--- config.mk ---
export PLATFORM = sky130hd
export DESIGN_NAME = sym_packer
export DESIGN_NICKNAME = d
export VERILOG_FILES = /design/src/rtl/sym_packer_pkg.sv /design/src/rtl/sym_packer_fifo.sv /design/src/rtl/sym_packer.sv
export SDC_FILE = /design/constraint.sdc
export NUM_CORES = 1
export LEC_CHECK = 0
export CAP_MARGIN = 20
export CORE_AREA = 2 2 73 75
export DETAILED_ROUTE_END_ITERATION = 8
export DIE_AREA = 0 0 75 77
export GPL_TIMING_DRIVEN = 0
export SETUP_SLACK_MARGIN = 0.1
export SLEW_MARGIN = 20
export SYNTH_ARGS = -nofsm -noshare
export SYNTH_HDL_FRONTEND = slang
export SYNTH_SLANG_ARGS = --single-unit
--- constraint.sdc ---
create_clock -name clk -period 4.5 [get_ports clk]
set_input_delay 0.45 -clock clk [delete_from_list [all_inputs] [get_ports clk]]
set_output_delay 0.45 -clock clk [all_outputs]
set_load 0.005 [all_outputs]
--- src/rtl/sym_packer_pkg.sv ---
// rtl/sym_packer_pkg.sv - shared widths, FSM state type and symbol placement helper for sym_packer
//
// Purpose: constants and types shared by sym_packer and sym_packer_fifo.
//    SYM_W          width of one input symbol
//    WORD_W         width of one packed output word
//    SYMS_PER_WORD  symbols per full word
//    LEN_W          width of the symbol-count field stored with each word
//    state_e        packer FSM states
//    place_sym()    drops a symbol into its slot of a left-aligned word
package sym_packer_pkg;

   localparam int SYM_W         = 2;
   localparam int WORD_W        = 8;
   localparam int SYMS_PER_WORD = 4;
   localparam int LEN_W         = 3;
   localparam int CNT_W         = 2;

   typedef enum logic {
      ASSEMBLE   = 1'b0,
      FLUSH_PEND = 1'b1
   } state_e;

   // Slot 0 is the most significant symbol; unused low slots stay as they were (zero after clear).
   function automatic logic [WORD_W-1:0] place_sym(input logic [WORD_W-1:0] word,
                                                   input logic [SYM_W-1:0]  sym,
                                                   input logic [CNT_W-1:0]  slot);
      logic [WORD_W-1:0] r;
      r = word;
      case (slot)
         2'd0:    r[7:6] = sym;
         2'd1:    r[5:4] = sym;
         2'd2:    r[3:2] = sym;
         default: r[1:0] = sym;
      endcase
      return r;
   endfunction

endpackage

--- src/rtl/sym_packer_fifo.sv ---
// rtl/sym_packer_fifo.sv - synchronous FIFO holding packed words for sym_packer
//
// Purpose: DEPTH x WIDTH synchronous FIFO with full/empty flags; head reads as zero when empty.
// Ports:
//    clk        clock, rising edge
//    reset      synchronous active-high reset, clears pointers
//    push       write push_data (ignored when full)
//    push_data  entry to write
//    pop        drop head entry (ignored when empty)
//    head_data  current head entry, zero when empty
//    full       no free entry
//    empty      no stored entry
module sym_packer_fifo #(
   parameter int DEPTH = 2,
   parameter int WIDTH = 11
) (
   input  logic             clk,
   input  logic             reset,
   input  logic             push,
   input  logic [WIDTH-1:0] push_data,
   input  logic             pop,
   output logic [WIDTH-1:0] head_data,
   output logic             full,
   output logic             empty
);

   localparam int AW = $clog2(DEPTH);

   logic [WIDTH-1:0] mem_q [DEPTH];
   // One extra pointer bit tells full from empty when the index bits match.
   logic [AW:0]      wr_ptr_q;
   logic [AW:0]      rd_ptr_q;

   assign empty = (wr_ptr_q == rd_ptr_q);
   assign full  = (wr_ptr_q[AW] != rd_ptr_q[AW]) && (wr_ptr_q[AW-1:0] == rd_ptr_q[AW-1:0]);

   assign head_data = empty ? '0 : mem_q[rd_ptr_q[AW-1:0]];

   always_ff @(posedge clk) begin
      if (reset) begin
         wr_ptr_q <= '0;
         rd_ptr_q <= '0;
      end else begin
         if (push && !full) begin
            mem_q[wr_ptr_q[AW-1:0]] <= push_data;
            wr_ptr_q                <= wr_ptr_q + (AW+1)'(1);
         end
         if (pop && !empty) begin
            rd_ptr_q <= rd_ptr_q + (AW+1)'(1);
         end
      end
   end

endmodule

--- src/rtl/sym_packer.sv ---
// rtl/sym_packer.sv - packs 2-bit symbols into 8-bit words with flush and an output FIFO
//
// Purpose: accumulates four 2-bit symbols MSB-first into a byte, queues complete or flushed
//    partial words (with their symbol count) in a DEPTH-entry FIFO.
// Optional feature: define SYM_PACKER_PARITY_EN to add out_par (even parity of out_data,
//    stored per FIFO entry).
// Ports:
//    clk        clock, rising edge
//    reset      synchronous active-high reset
//    in_valid   in_sym carries a symbol
//    in_sym     2-bit symbol
//    in_ready   symbol accepted this cycle (depends on registered state only)
//    flush      request to emit the current partial word
//    out_valid  FIFO head valid
//    out_data   packed word at FIFO head, zero when empty
//    out_len    valid symbols in out_data (1..4), zero when empty
//    out_par    even parity of out_data (SYM_PACKER_PARITY_EN only)
//    out_ready  downstream accepts the head word
module sym_packer
   import sym_packer_pkg::*;
#(
   parameter int DEPTH = 2
) (
   input  logic             clk,
   input  logic             reset,
   input  logic             in_valid,
   input  logic [1:0]       in_sym,
   output logic             in_ready,
   input  logic             flush,
   output logic             out_valid,
   output logic [7:0]       out_data,
   output logic [2:0]       out_len,
`ifdef SYM_PACKER_PARITY_EN
   output logic             out_par,
`endif
   input  logic             out_ready
);

`ifdef SYM_PACKER_PARITY_EN
   localparam int FIFO_W = WORD_W + LEN_W + 1;
`else
   localparam int FIFO_W = WORD_W + LEN_W;
`endif

   state_e              state_q, state_d;
   logic [CNT_W-1:0]    sym_cnt_q, sym_cnt_d;
   logic [WORD_W-1:0]   asm_q, asm_d;

   logic                fifo_full, fifo_empty;
   logic [FIFO_W-1:0]   fifo_head;
   logic [FIFO_W-1:0]   fifo_wdata;

   logic                push;
   logic [WORD_W-1:0]   push_word;
   logic [LEN_W-1:0]    push_len;

   logic                accept;
   logic [WORD_W-1:0]   asm_in;
   logic [LEN_W-1:0]    eff_len;

   // Blocking only on a full FIFO with a word about to complete keeps in_ready free of out_ready.
   assign in_ready = !((fifo_full && (sym_cnt_q == CNT_W'(SYMS_PER_WORD - 1))) ||
                       (state_q == FLUSH_PEND));
   assign accept   = in_valid && in_ready;

   // Assembly view including a symbol accepted this cycle, so flush sees it too.
   assign asm_in  = accept ? place_sym(asm_q, in_sym, sym_cnt_q) : asm_q;
   assign eff_len = {1'b0, sym_cnt_q} + {2'b00, accept};

   always_comb begin
      state_d   = state_q;
      sym_cnt_d = sym_cnt_q;
      asm_d     = asm_q;
      push      = 1'b0;
      push_word = '0;
      push_len  = '0;

      case (state_q)
         ASSEMBLE: begin
            if (accept && (sym_cnt_q == CNT_W'(SYMS_PER_WORD - 1))) begin
               // Completing symbol wins over a coincident flush; the flush is absorbed.
               push      = 1'b1;
               push_word = asm_in;
               push_len  = LEN_W'(SYMS_PER_WORD);
               sym_cnt_d = '0;
               asm_d     = '0;
            end else if (flush && (eff_len != '0)) begin
               if (!fifo_full) begin
                  push      = 1'b1;
                  push_word = asm_in;
                  push_len  = eff_len;
                  sym_cnt_d = '0;
                  asm_d     = '0;
               end else begin
                  // Park the partial word (with any symbol taken now) until space frees up.
                  state_d   = FLUSH_PEND;
                  asm_d     = asm_in;
                  sym_cnt_d = eff_len[CNT_W-1:0];
               end
            end else if (accept) begin
               asm_d     = asm_in;
               sym_cnt_d = sym_cnt_q + CNT_W'(1);
            end
         end

         FLUSH_PEND: begin
            if (!fifo_full) begin
               push      = 1'b1;
               push_word = asm_q;
               push_len  = {1'b0, sym_cnt_q};
               sym_cnt_d = '0;
               asm_d     = '0;
               state_d   = ASSEMBLE;
            end
         end

         default: begin
            state_d = ASSEMBLE;
         end
      endcase
   end

   always_ff @(posedge clk) begin
      if (reset) begin
         state_q   <= ASSEMBLE;
         sym_cnt_q <= '0;
         asm_q     <= '0;
      end else begin
         state_q   <= state_d;
         sym_cnt_q <= sym_cnt_d;
         asm_q     <= asm_d;
      end
   end

`ifdef SYM_PACKER_PARITY_EN
   assign fifo_wdata = {^push_word, push_len, push_word};
   assign out_par    = fifo_head[WORD_W+LEN_W];
`else
   assign fifo_wdata = {push_len, push_word};
`endif

   sym_packer_fifo #(
      .DEPTH (DEPTH),
      .WIDTH (FIFO_W)
   ) u_fifo (
      .clk       (clk),
      .reset     (reset),
      .push      (push),
      .push_data (fifo_wdata),
      .pop       (out_ready),
      .head_data (fifo_head),
      .full      (fifo_full),
      .empty     (fifo_empty)
   );

   assign out_valid = !fifo_empty;
   assign out_data  = fifo_head[WORD_W-1:0];
   assign out_len   = fifo_head[WORD_W +: LEN_W];

endmodule

Word level (Yosys, flattened, before mapping)

Memory sizes are Yosys's and may differ from the RTL's. A register that Yosys moved wholly into a read port is not among the register bits.
Index checks and enable logic that the tools add are counted.

Register bits after elaboration: 15
Bits in writable memories: 22
Word-level logic and storage cells: 75
Memories: 1

Memory list:

| memory       | words | width | rd ports | clocked after Yosys merged registers in | write ports | RTL line              | text |
|---|---|---|---|---|---|---|---|
| u_fifo.mem_q | 2     | 11    | 1        | 1                                       | 1           | sym_packer_fifo.sv:29 | `logic [WIDTH-1:0] mem_q [DEPTH];` |

$add $sub $neg: 4
Equality and inequality tests: 8
Muxes and demuxes: 41
Bitwise gates (word level): 1
Reduce and logical (&&, ||, !) cells: 15

Operator list:

| operator                                            | count |
|---|---|
| two-way mux 8 bit                                   | 10 |
| one-hot mux 8 bit (2 select lines)                  | 2 |
| two-way mux 2 bit                                   | 10 |
| two-way mux 1 bit                                   | 11 |
| two-way mux 11 bit                                  | 1 |
| two-way mux 3 bit                                   | 3 |
| logical AND 1 bit                                   | 7 |
| adder 2 x 1 -> 2 bit, second input constant         | 3 |
| one-hot mux 3 bit (2 select lines)                  | 1 |
| equality test 2 bit, second input constant          | 2 |
| != test 4 bit, second input constant                | 1 |
| one-hot mux 1 bit (2 select lines)                  | 2 |
| one-hot mux 2 bit (2 select lines)                  | 1 |
| adder 2 x 1 -> 3 bit                                | 1 |
| logical NOT 1 bit                                   | 3 |
| nonzero test 3 bit                                  | 1 |
| OR reduction 3 bit                                  | 1 |
| equality test 2 x 1 -> 1 bit, second input constant | 1 |
| equality test 2 bit                                 | 1 |
| logical NOT 2 bit                                   | 1 |
| != test 2 bit, second input constant                | 1 |
| AND reduction 2 bit                                 | 1 |
| equality test 1 bit                                 | 1 |
| logical OR 1 bit                                    | 1 |
| other kinds (2)                                     | 2 |

Logic depth before layout (Yosys ltp)

Gate-level depths: netlist of the first run.

Word-level depth: 16
Gate-level depth with buffers: 10

Hierarchy

From an unflattened synthesis of the first run, not the netlist that was laid out.

Cell total of the unflattened synthesis: 185
Area, all modules: 2020.7 µm²

Modules (own cells, without submodules):

| module          | times used | cells an instance | area each (µm²) |
|---|---|---|---|
| sym_packer_fifo | 1          | 80                | 1111.1 |
| sym_packer      | 1          | 105               | 909.6 |

Worst setup path before layout of the first run

Ideal clock, no wire load.

Path type: in2reg
From: input in_valid
To: memory u_fifo.mem_q[1][0] (enable)
Setup time: 0.396 ns
Arrival: 2.800 ns
Data required time: 4.104 ns
Slack: 1.305 ns
Cell stages on the path: 9
Path buffers: 1
Path through: clkbuf_1 > inv_1 > a311oi_4 > ha_1 > ha_1 > o31ai_2 > nand2_1 > o21ai_0 > nor3b_1

Longest elaborated chain between the ends: 11

RTL lines:

| element                                     | RTL line              | text |
|---|---|---|
| from (decl)                                 | sym_packer.sv:26      | `input logic in_valid,` |
| logical AND 1 bit (*)                       | sym_packer.sv:64      | `assign accept = in_valid && in_ready;` |
| adder 2 x 1 -> 3 bit                        | sym_packer.sv:68      | `assign eff_len = {1'b0, sym_cnt_q} + {2'b00, accept};` |
| nonzero test 3 bit                          | sym_packer.sv:87      | `end else if (flush && (eff_len != '0)) begin` |
| logical AND 1 bit                           | sym_packer.sv:87      |  |
| two-way mux 1 bit                           | sym_packer.sv:87      |  |
| two-way mux 1 bit (*)                       | sym_packer.sv:80      | `if (accept && (sym_cnt_q == CNT_W'(SYMS_PER_WORD - 1))) begin` |
| one-hot mux 1 bit (2 select lines) (*)      | sym_packer.sv:78      | `case (state_q)` |
| logical AND 1 bit (*)                       | sym_packer_fifo.sv:44 | `if (push && !full) begin` |
| two-way mux 1 bit (*)                       | sym_packer_fifo.sv:44 |  |
| two-way mux 1 bit (*)                       | sym_packer_fifo.sv:40 | `if (reset) begin` |
| two-way mux 1 bit (implied by the code) (*) | sym_packer_fifo.sv:45 | `mem_q[wr_ptr_q[AW-1:0]] <= push_data;` |
| to (decl)                                   | sym_packer_fifo.sv:29 |  |

Every way passes the cells marked *; elsewhere a longest branch is shown, timed or not.

Final worst setup path of the first run

From: register sym_cnt_q[0]
To: memory u_fifo.mem_q[1][7] (enable)

Longest elaborated chain between the ends: 15

RTL lines:

| element                                     | RTL line                           | text |
|---|---|---|
| from (decl)                                 | sym_packer.sv:46                   | `logic [CNT_W-1:0] sym_cnt_q, sym_cnt_d;` |
| from (signal assigned)                      | sym_packer.sv:130                  | `sym_cnt_q <= sym_cnt_d;` |
| equality test 2 bit                         | sym_packer.sv:62, sym_packer.sv:80 |  |
| logical AND 1 bit                           | sym_packer.sv:62                   | `assign in_ready = !((fifo_full && (sym_cnt_q == CNT_W'(SYMS_PER_WORD - 1))) \|\|` |
| logical OR 1 bit                            | sym_packer.sv:62                   |  |
| logical NOT 1 bit                           | sym_packer.sv:62                   |  |
| logical AND 1 bit                           | sym_packer.sv:64                   |  |
| adder 2 x 1 -> 3 bit                        | sym_packer.sv:68                   |  |
| nonzero test 3 bit                          | sym_packer.sv:87                   |  |
| logical AND 1 bit                           | sym_packer.sv:87                   |  |
| two-way mux 1 bit                           | sym_packer.sv:87                   |  |
| two-way mux 1 bit (*)                       | sym_packer.sv:80                   |  |
| one-hot mux 1 bit (2 select lines) (*)      | sym_packer.sv:78                   |  |
| logical AND 1 bit (*)                       | sym_packer_fifo.sv:44              |  |
| two-way mux 1 bit (*)                       | sym_packer_fifo.sv:44              |  |
| two-way mux 1 bit (*)                       | sym_packer_fifo.sv:40              |  |
| two-way mux 1 bit (implied by the code) (*) | sym_packer_fifo.sv:45              |  |

Marked as above.

==> results of run 1 <==
==> cells in the mapped netlist, types with 2 or more instances <==
cell type  count  area, µm²
edfxtp_1      22        661
inv_1         15       56.3
o21ai_0       10       50.1
xor2_1         6       52.6
and2_2         4       30.0
a32o_1         8       80.1
clkbuf_1       4       15.0
ha_1           7       87.6
o21ai_1        3       15.0
xnor2_1        2       17.5
nand3_1        5       25.0
dfxtp_1       16        320
nor3_1         4       20.0
mux2i_1       11        110
a21oi_1        7       35.0
nor2_1        26       97.6
nand2_1       10       37.5
a22o_1         2       17.5
o22ai_1        8       50.1
==> per-layer routing <==
layer  track usage  wire [µm]  up-vias
li1              -          -      731
met1         0.198       1860      659
met2         0.229       1760       27
met3        0.0276        140        9
met4        0.0714        102        0
met5             0          0        -
==> report_power, final <==
part	switching, µW	internal [µW]	total (µW)
clock network	129	222	351
registers	27.9	415	443
logic	281	255	536
total	438	892	1330
==> worst reg2reg max path, delay by kind of cell (launching register included) <==
family | cells | cell delay, ps
AOI/OAI and AO/OA | 3 | 1360
adders and majority gates | 3 | 840
buffers and inverters | 1 | 210
DFF | 1 | 400
and+or+nand+nor | 2 | 390
==> per-stage QoR <==
step                      power [µW]   util  std cells  worst slack (ps)  hold slack [ps]
after floorplan                  767      -        187              1300              442
after global placement           976  0.443        275               549              456
after detailed placement         989  0.448        277               928              457
after CTS                       1340  0.475        285              1090              480
after global routing            1420  0.475        285               794              511
final                           1330  0.475        285              1070              477
==> final cells by class <==
type / instances / area share
plain buffers: 7 / 0.0180
flip-flops and latches: 38 / 0.415
multi-input cells: 127 / 0.366
clock inverters: 3 / 0.0291
repair buffers: 20 / 0.0825
well taps: 70 / 0.0370
clock buffers: 5 / 0.0291
inverters: 15 / 0.0238
==> flip-flops by register name, summed over array words and instances (netlist names), named ones only <==
register and cells:
asm_q 8, u_fifo.mem_q 22, state_q 1, u_fifo.wr_ptr_q 2, u_fifo.rd_ptr_q 2, sym_cnt_q 2
==> kinds of logic after synthesis <==
| kind of cell | Yosys count |
|---|---|
| multiplexers | 11 |
| XOR/XNOR | 8 |
| adder cells (fa/ha/maj) | 7 |
| AO/OA/AOI/OAI | 48 |
| buffers and inverters | 22 |
| AND/OR/NAND/NOR | 53 |
| flip-flops | 38 |
==> how the worst max path moves through the flow <==
stage	startpoint	to	slack (ps)	cells past startpoint
2_1_floorplan	in_valid	u_fifo.mem_q[1][0]	1300	9
3_3_place_gp	in_valid	u_fifo.mem_q[1][3]	550	9
3_5_place_dp	in_valid	u_fifo.mem_q[1][3]	930	10
4_1_cts	sym_cnt_q[0]	u_fifo.mem_q[1][7]	1090	9
5_1_grt	sym_cnt_q[0]	u_fifo.mem_q[1][7]	790	9
6_report	sym_cnt_q[0]	u_fifo.mem_q[1][7]	1070	9
==> impl_metrics.toml, run 1 <==
[clock_tree]
cts_sinks = 38
path_clk_slew_ps = 80
post_cts_buffers = 0
clock_latency_ps = 300
holdBufCountCts = 0
cts-resized-gates = 0
clockBufferDepth = 2
cts_tree = "done"
cts_made_buffers = 5
root_buffer = "clkbuf_8"
htreeDepth = 2

[setup_path]
crit_top_cell = "ha_1"
reg2reg_to = "u_fifo.mem_q[1][7]"
crit_fanout = 9
worst_path_largest_cell_delay_ps = 470
path_class = "reg -> reg"
arrival_ps = 3490
cp_data_required_time_ps = 4560
cp-start-kind = "register"
critPathBufInv = 1
cp_slowest_cell = "o21ai_0"
critPathTopFamily = "compound AO/OA/AOI/OAI gates"
r2r_slack_ps = 1070
worstPathCellList = "ha_1 -> a311oi_4 -> ha_1 -> ha_1 -> o31ai_2 -> nand2_1 -> o21ai_0 -> nor3b_2 -> buf_4"
worstRegToRegCells = 9
r2r-start = "sym_cnt_q[0]"
end_kind = "register"

[job]
drv_cap = 0

[place]
portBuffers = 18
dpl_cell_area_um2 = 2230
gp_congestion = 0.822
dp_hpwl_um = 2820

[worst_hold_path]
hp-start = "asm_q[6]"
hp-class = "reg -> reg"
hold_end = "asm_q[6]"
holdPathStages = 1

[routing]
first_pass_iters = 4
route.vias.total = 1426
wl_per_cell_um = 13.5
final_antenna_net_count = 0
routed_wl_um = 3860
detail_route.vias_per_cell = 5.00
drt-initial-drc-count = 86
remaining_drc_errors = 0

[synthesis]
avgSynthCellArea_um2 = 10.4
postSynthCellCount = 187
synth-edff-count = 22
yosysWarnings = 0
synth_seq_cells = 38
ys.flop_type = "edfxtp_1"
syn-num-nets = 201
synth_top_family_by_area = "compound AO/OA/AOI/OAI gates"
synthXorXnorAreaFrac = 0.0362
synth_area_um2 = 1940
synth_simple_gate_area_frac = 0.123
synth_cell_type_count = 36
synthMuxAreaShare = 0.0569
synthArstFlopShare = 0
synth_fa_ha_area_frac = 0.0452
synth-seq-area-share = 0.507
synth_compound_area_frac = 0.181

[sta]
relSlewSlack = 0.508
worst_pin_slew_ps = 737
setup_viol = 0
drv_slew = 0
fmax_ghz = 0.291
hold_viol = 0
skew_ps = 7.63
fin_crit_sh = 0.762
rsz0062_at_grt = "false"
min_period_ps = 3430
finalSetupTns_ps = 0

[cells_and_area]
ff_latch_area_um2 = 981
drive_above_1_share = 0.0977
final_cell_mix = "26 x nor2_1, 22 x edfxtp_1, 18 x clkdlybuf4s50_1"
multiInputGateArea_um2 = 866
nFillCells = 482
areaGrowthSynthToFinish_pct = 22.2
antennaDiodeCount = 0
fin_area_um2 = 2370
final_common_cell = "nor2_1"
nNetsFinal = 228

[outcome]
status = "complete, no violations"

[floorplanning]
die_w_um = 75
design.die.area_um2 = 5780
io_pins = 20
dieHeight_um = 77
core_area_um2 = 4980
start_util = 0.389
rows = 26

[power_and_ir_drop]
vdd_drop_max_mv = 0.242
power-per-cell-area_nw_per_um2 = 562
p_leak_uw = 0.000843

[grt]
grt_pass1_vias = 1410
antenna_found_initial = 0
grt_start_max_net_pins = 14
grt_use_total = 0.149
grt_pass1_wl_um = 6520
overflow = 0
Power figures use the tool's default switching activity.
==> inputs of run 2 (changes only) <==
==> constraint.sdc (replaced) <==
create_clock -name clk -period 2.83 [get_ports clk]
set_input_delay 0.283 -clock clk [delete_from_list [all_inputs] [get_ports clk]]
set_output_delay 0.283 -clock clk [all_outputs]
set_load 0.005 [all_outputs]
==> impl_metrics.toml, run 2 (synthesized netlist as in run 1, its figures left out) <==
[setup_path]
worstRegToRegCells = 11
worstPathCellList = "buf_6 -> xnor2_4 -> a311oi_4 -> ha_2 -> ha_2 -> o31ai_4 -> nand2_2 -> o21ai_4 -> buf_4 -> xor2_1 -> nor2_1"
cp_slowest_cell = "a311oi_4"
crit_top_cell = "ha_2"
cp_num_cells = 11
cp_data_required_time_ps = 3000
worst_path_largest_cell_delay_ps = 350
crit_fanout = 6
arrival_ps = 2860
critPathTopFamily = "compound AO/OA/AOI/OAI gates"
path_class = "reg -> reg"
cp-start-kind = "register"
end_kind = "register"
critPathBufInv = 2

[job]
drv_cap = 0

[power_and_ir_drop]
pwr-share-comb = 0.436
p_leak_uw = 0.000898
power_frac_clock = 0.248
pwr-share-seq = 0.316
sw_frac_of_total = 0.335
p_switching_uw = 760
vdd_drop_max_mv = 0.328
intPower_uw = 1510
power-per-cell-area_nw_per_um2 = 889

[cells_and_area]
post-route-util = 0.513
final_cell_mix = "26 x nor2_1, 22 x edfxtp_1, 18 x clkdlybuf4s50_1"
fin_area_um2 = 2550
nNetsFinal = 234
nFillCells = 453
multiInputGateArea_um2 = 972
ff_latch_area_um2 = 985
final_common_cell = "nor2_1"
largest_register_ffs = 22
drive_above_1_share = 0.208
antennaDiodeCount = 0
areaGrowthSynthToFinish_pct = 31.9

[clock_tree]
cts_tree = "done"
clock_latency_ps = 300
path_clk_slew_ps = 80
htreeDepth = 2
clockBufferDepth = 2
cts_sinks = 38
root_buffer = "clkbuf_8"
cts_made_buffers = 5
holdBufCountCts = 0

[sta]
drv_slew = 0
min_period_ps = 2690
setup_slack_ps = 145
relSlewSlack = 0.532
rsz0062_at_grt = "false"
skew_ps = 7.79
worst_pin_slew_ps = 702
hold_slack_ps = 470
fmax_ghz = 0.372
fin_crit_sh = 0.949
finalSetupTns_ps = 0
setup_viol = 0
hold_viol = 0

[floorplanning]
design.die.area_um2 = 5780
io_pins = 20
core_area_um2 = 4980
start_util = 0.389
rows = 26
die_w_um = 75
dieHeight_um = 77

[grt]
grt_use_total = 0.145
grt_pass1_vias = 1331
grt_pass1_wl_um = 6350
grt_start_max_net_pins = 14
overflow = 0
antenna_found_initial = 0

[routing]
routed_wl_um = 4070
wl_per_cell_um = 14.0
route.vias.total = 1469
first_pass_iters = 4
drt-initial-drc-count = 48
final_antenna_net_count = 0
detail_route.vias_per_cell = 5.05
remaining_drc_errors = 0

[place]
dp_hpwl_um = 2710
dpl_cell_area_um2 = 2210
gp_congestion = 0.797
post-place-ws_ps = -467
portBuffers = 18

[worst_hold_path]
hp-class = "reg -> reg"
holdPathStages = 1

[outcome]
status = "complete, no violations"
run 2: changes by cell type in the layout (fill, tap and decap cells not counted), moves of 3 or more:
| cell | change |
|---|---|
| dfxtp_1 | -3 |
| dfxtp_2 | +3 |
| o21ai_0 | -6 |
| ha_2 | +3 |
| ha_1 | -3 |
| o21ai_2 | +3 |
run 2: cell type report:
cell class / count / area share
tap: 70 / 0.0343
timing repair buffer: 26 / 0.105
buffer: 7 / 0.0181
inverter: 15 / 0.0220
clock inverter: 3 / 0.0269
multi-input combinational: 127 / 0.381
sequential: 38 / 0.386
clock buffer: 5 / 0.0269
run 2: final timing paths:
| kind | slack [ps] | end | start |
|---|---|---|---|
| max | 140 | u_fifo.wr_ptr_q[0] | u_fifo.wr_ptr_q[0] |
| min | 470 | asm_q[0] | asm_q[0] |
| max reg2reg | 140 | u_fifo.wr_ptr_q[0] | u_fifo.wr_ptr_q[0] |
| min reg2reg | 470 | asm_q[0] | asm_q[0] |
run 2: power by group through the flow:
stage / registers (µW) / clock network (µW) / logic [µW]
6_report: 717 / 563 / 989
5_1_grt: 726 / 588 / 1090
4_1_cts: 710 / 566 / 903
3_5_place_dp: 718 / 0 / 846
3_3_place_gp: 717 / 0 / 842
2_1_floorplan: 708 / 0 / 517
run 2: metal layers:
layer	global-route usage	part of all wire	wire length (µm)
met3	0.0355	0.043	173
met2	0.213	0.46	1890
met5	0	0	0
met4	0.0464	0.0091	37
met1	0.209	0.48	1970
run 2: timing repair:
action / CTS / global route
gates resized for setup: 15 / 16
pin swaps: 2 / 9
setup endpoints to repair: 50 / 48
buffers inserted: 3 / 5
cloned: 0 / 0
run 2: through the flow:
step / power, µW / cells
CTS: 2180 / 286
finish: 2270 / 291
global route: 2400 / 291
detailed placement: 1560 / 275
global placement: 1560 / 275
floorplan: 1220 / 187
==> inputs of run 3 (changes only) <==
--- a/config.mk
+++ b/config.mk
@@ -9,6 +9,7 @@
 export CORE_AREA = 2 2 73 75
 export DETAILED_ROUTE_END_ITERATION = 8
 export DIE_AREA = 0 0 75 77
+export GPL_ROUTABILITY_DRIVEN = 0
 export GPL_TIMING_DRIVEN = 0
 export SETUP_SLACK_MARGIN = 0.1
 export SLEW_MARGIN = 20
==> results of run 3 <==
The final DEF is identical to that of run 2; final timing and power are the same.
==> edit, RTL diff (flow settings as in run 2) <==
The option `SYM_PACKER_PARITY_EN` is turned on by a define.
--- a/src/rtl/sym_packer.sv
+++ b/src/rtl/sym_packer.sv
@@ -18,2 +18,4 @@
 //    out_ready  downstream accepts the head word
+`define SYM_PACKER_PARITY_EN
+
 module sym_packer
Behaviour (old outputs only; new: out_par): unchanged (equiv_simple and equiv_induct, registers matched by name and starting in step).
==> edit against run 2 <==
- sequential share of layout area is 1.8 points lower
- cell area is 13% higher
- fmax fell by 4.3%
- worst setup slack worse by 120 ps
- area after synthesis up 10%
- total power down 3.1%
- non-clock buffer count grew 14
- wire length up 13%
- sequential cell count is 2 higher
- clock power down 18%
- global-route usage rose by 2.6 points
- critical path type unchanged
- critical endpoint is now u_fifo.mem_q[0][11]$_DFFE_PP_
- largest cell class is now multi-input combinational cells
==> edit: results (changes against run 2) <==
| Metric | Value |
|---|---|
| Number of buffers created by CTS | 5 (unchanged) |
| Seq/Total Area, Yosys | 48.77% (-1.9 points) |
| IO buf count | 19 (+1) |
| Main synth FF type | edfxtp_1 |
| Reg2reg setup slack | 20 ps (-120 ps) |
| Largest net degree at the start of global routing | 14 (unchanged) |
| Routed WL | 4590 microns (+13%) |
| Number of fill cells | 429 (-5.3%) |
| Synth top area cells | edfxtp_1 34%, dfxtp_1 15%, mux2i_1 8.9% |
| Cell variety after synth | 41 (+14%) |
| Hold Crit Class | in -> reg |
| Overall routing resource usage | 17.16% (+2.6 points) |
| Average wire per standard cell | 14.53 microns (+3.9%) |
| Clk_skew | 9.450 ps (+1.660 ps) |
| Max clock buf depth | 2 (unchanged) |
| Post-synth EDFFs | 24 (+9.1%) |
| Vias | 1,642 (+12%) |
| Pre-CTS worst setup slack | -501.9 ps (-35.13 ps) |
| Syn. warnings | 0 (unchanged) |
| Global-route wire length before repair | 7514 microns (+18%) |
| # H-tree levels | 2 (unchanged) |
| Root buffer cell | clkbuf_8 |
| Least-Margin Pin Slew | 686.7 ps (-15.10 ps) |
| Fmax | 356.5 MHz (-4.3%) |
| Top post-synthesis cells by count | 41 x nor2_1, 24 x edfxtp_1, 19 x mux2i_1, 16 x dfxtp_1, 11 x a21oi_1 |
| Syn nets | 213 (+6.0%) |
| Max reg flops | 24 (+9.1%) |
| Worst IR Drop VDD | 0.0003942 V (+20%) |
| Layout cells sized above 1 | 26.02% (+5.2 points) |
| DPL Wire Length | 3148 microns (+16%) |
| Outcome | complete, no violations |
| Vias in the first global route | 1,535 (+15%) |
| Initial drt markers | 92 (+92%) |
| Avg Cell Area, Syn | 10.73 sq um (+3.6%) |
| Final #Nets | 259 (+11%) |
| Drt pass-1 iters | 4 (unchanged) |
| LEAKAGE | 1.031 nW (+15%) |
| Post-Place Cells | 288 (+4.7%) |
| Final GP Congestion | 0.8394 (+5.4%) |
| CTS clock-pin slew for the worst setup and hold paths | 80 ps (about the same) |
| Worst EP arrival | 2850 ps (about the same) |
-- edit: cell count changes in the layout (fill, tap and decap cells not counted), moves of 4 or more --
cell            run 2  this run
o21ai_2             4         0
dfxtp_1            13         9
o21ai_1             5         1
inv_1              15         8
dfxtp_4             0         5
a22oi_1             0         6
buf_4               5        21
o22ai_1             6         0
and2_2              4         0
nor2_1             26        39
mux2i_1            11        19
a32o_1              8         0
-- edit: cells by family after synthesis --
kind of cell | share of synthesized area [%]
AND/OR/NAND/NOR | 13.48
flip-flops | 48.77
AO/OA/AOI/OAI | 13.25
multiplexers | 9.554
buffers and inverters | 3.107
XOR/XNOR | 7.737
adder cells (fa/ha/maj) | 4.103
-- edit: metrics by stage --
| stage | area [sq um] | setup TNS (ps) | hold WS (ps) |
|---|---|---|---|
| floorplan | 2225 | -11.96 | 459.6 |
| global placement | 2502 | -10860 | 478.9 |
| CTS | 2808 | -23.29 | 422.0 |
| finish | 2888 | 0 | 420.5 |
| detailed placement | 2502 | -11960 | 496.7 |
| global route | 2888 | -111.8 | 443.2 |
-- edit: repair_timing --
action	in CTS	in global routing
pin swaps	11	7
buffers inserted	13	7
resized for setup	19	10
setup endpoints to repair	32	40
hold buffers	0	0
-- edit: cell type report --
type,count,share of cell area [%]
Multi-Input combinational cell,142,41.46
Tap cell,70,3.033
Clock buffer,5,2.383
Inverter,9,1.170
Sequential cell,40,36.79
Buffer,8,1.690
Clock inverter,3,1.473
Timing Repair Buffer,39,12.00
-- edit: report_power, final --
group,internal (mW),total (mW),switching (mW)
registers,0.703,0.754,0.0516
logic,0.492,0.982,0.490
clock network,0.261,0.462,0.201
-- edit: layer usage --
metal / wire length, microns / GRT usage [%]
met5: 0 / 0
met1: 1984 / 23.45
met2: 2293 / 25.96
met4: 86 / 7.321
met3: 226 / 3.679
-- edit: path summary, 6_finish.rpt --
check,start,end,cells past startpoint
worst min-delay path,reset,u_fifo.rd_ptr_q[1]$_SDFFE_PP0P_,2
worst max register to register,sym_cnt_q[0]$_SDFFE_PP0P_,u_fifo.mem_q[0][11]$_DFFE_PP_,12
worst max-delay path,sym_cnt_q[0]$_SDFFE_PP0P_,u_fifo.mem_q[0][11]$_DFFE_PP_,12
worst min register to register,asm_q[2]$_SDFFE_PP0P_,asm_q[2]$_SDFFE_PP0P_,2
-- edit: critical path, stage by stage (launching register included) --
cell and delay (ps):
dfxtp_4 370, ha_2 190, buf_8 130, a21oi_4 180, ha_4 160, ha_4 210
o31ai_4 270, a22o_4 170, buf_4 110, nor2b_4 150, a21oi_2 50, xnor3_1 380
xor2_1 170
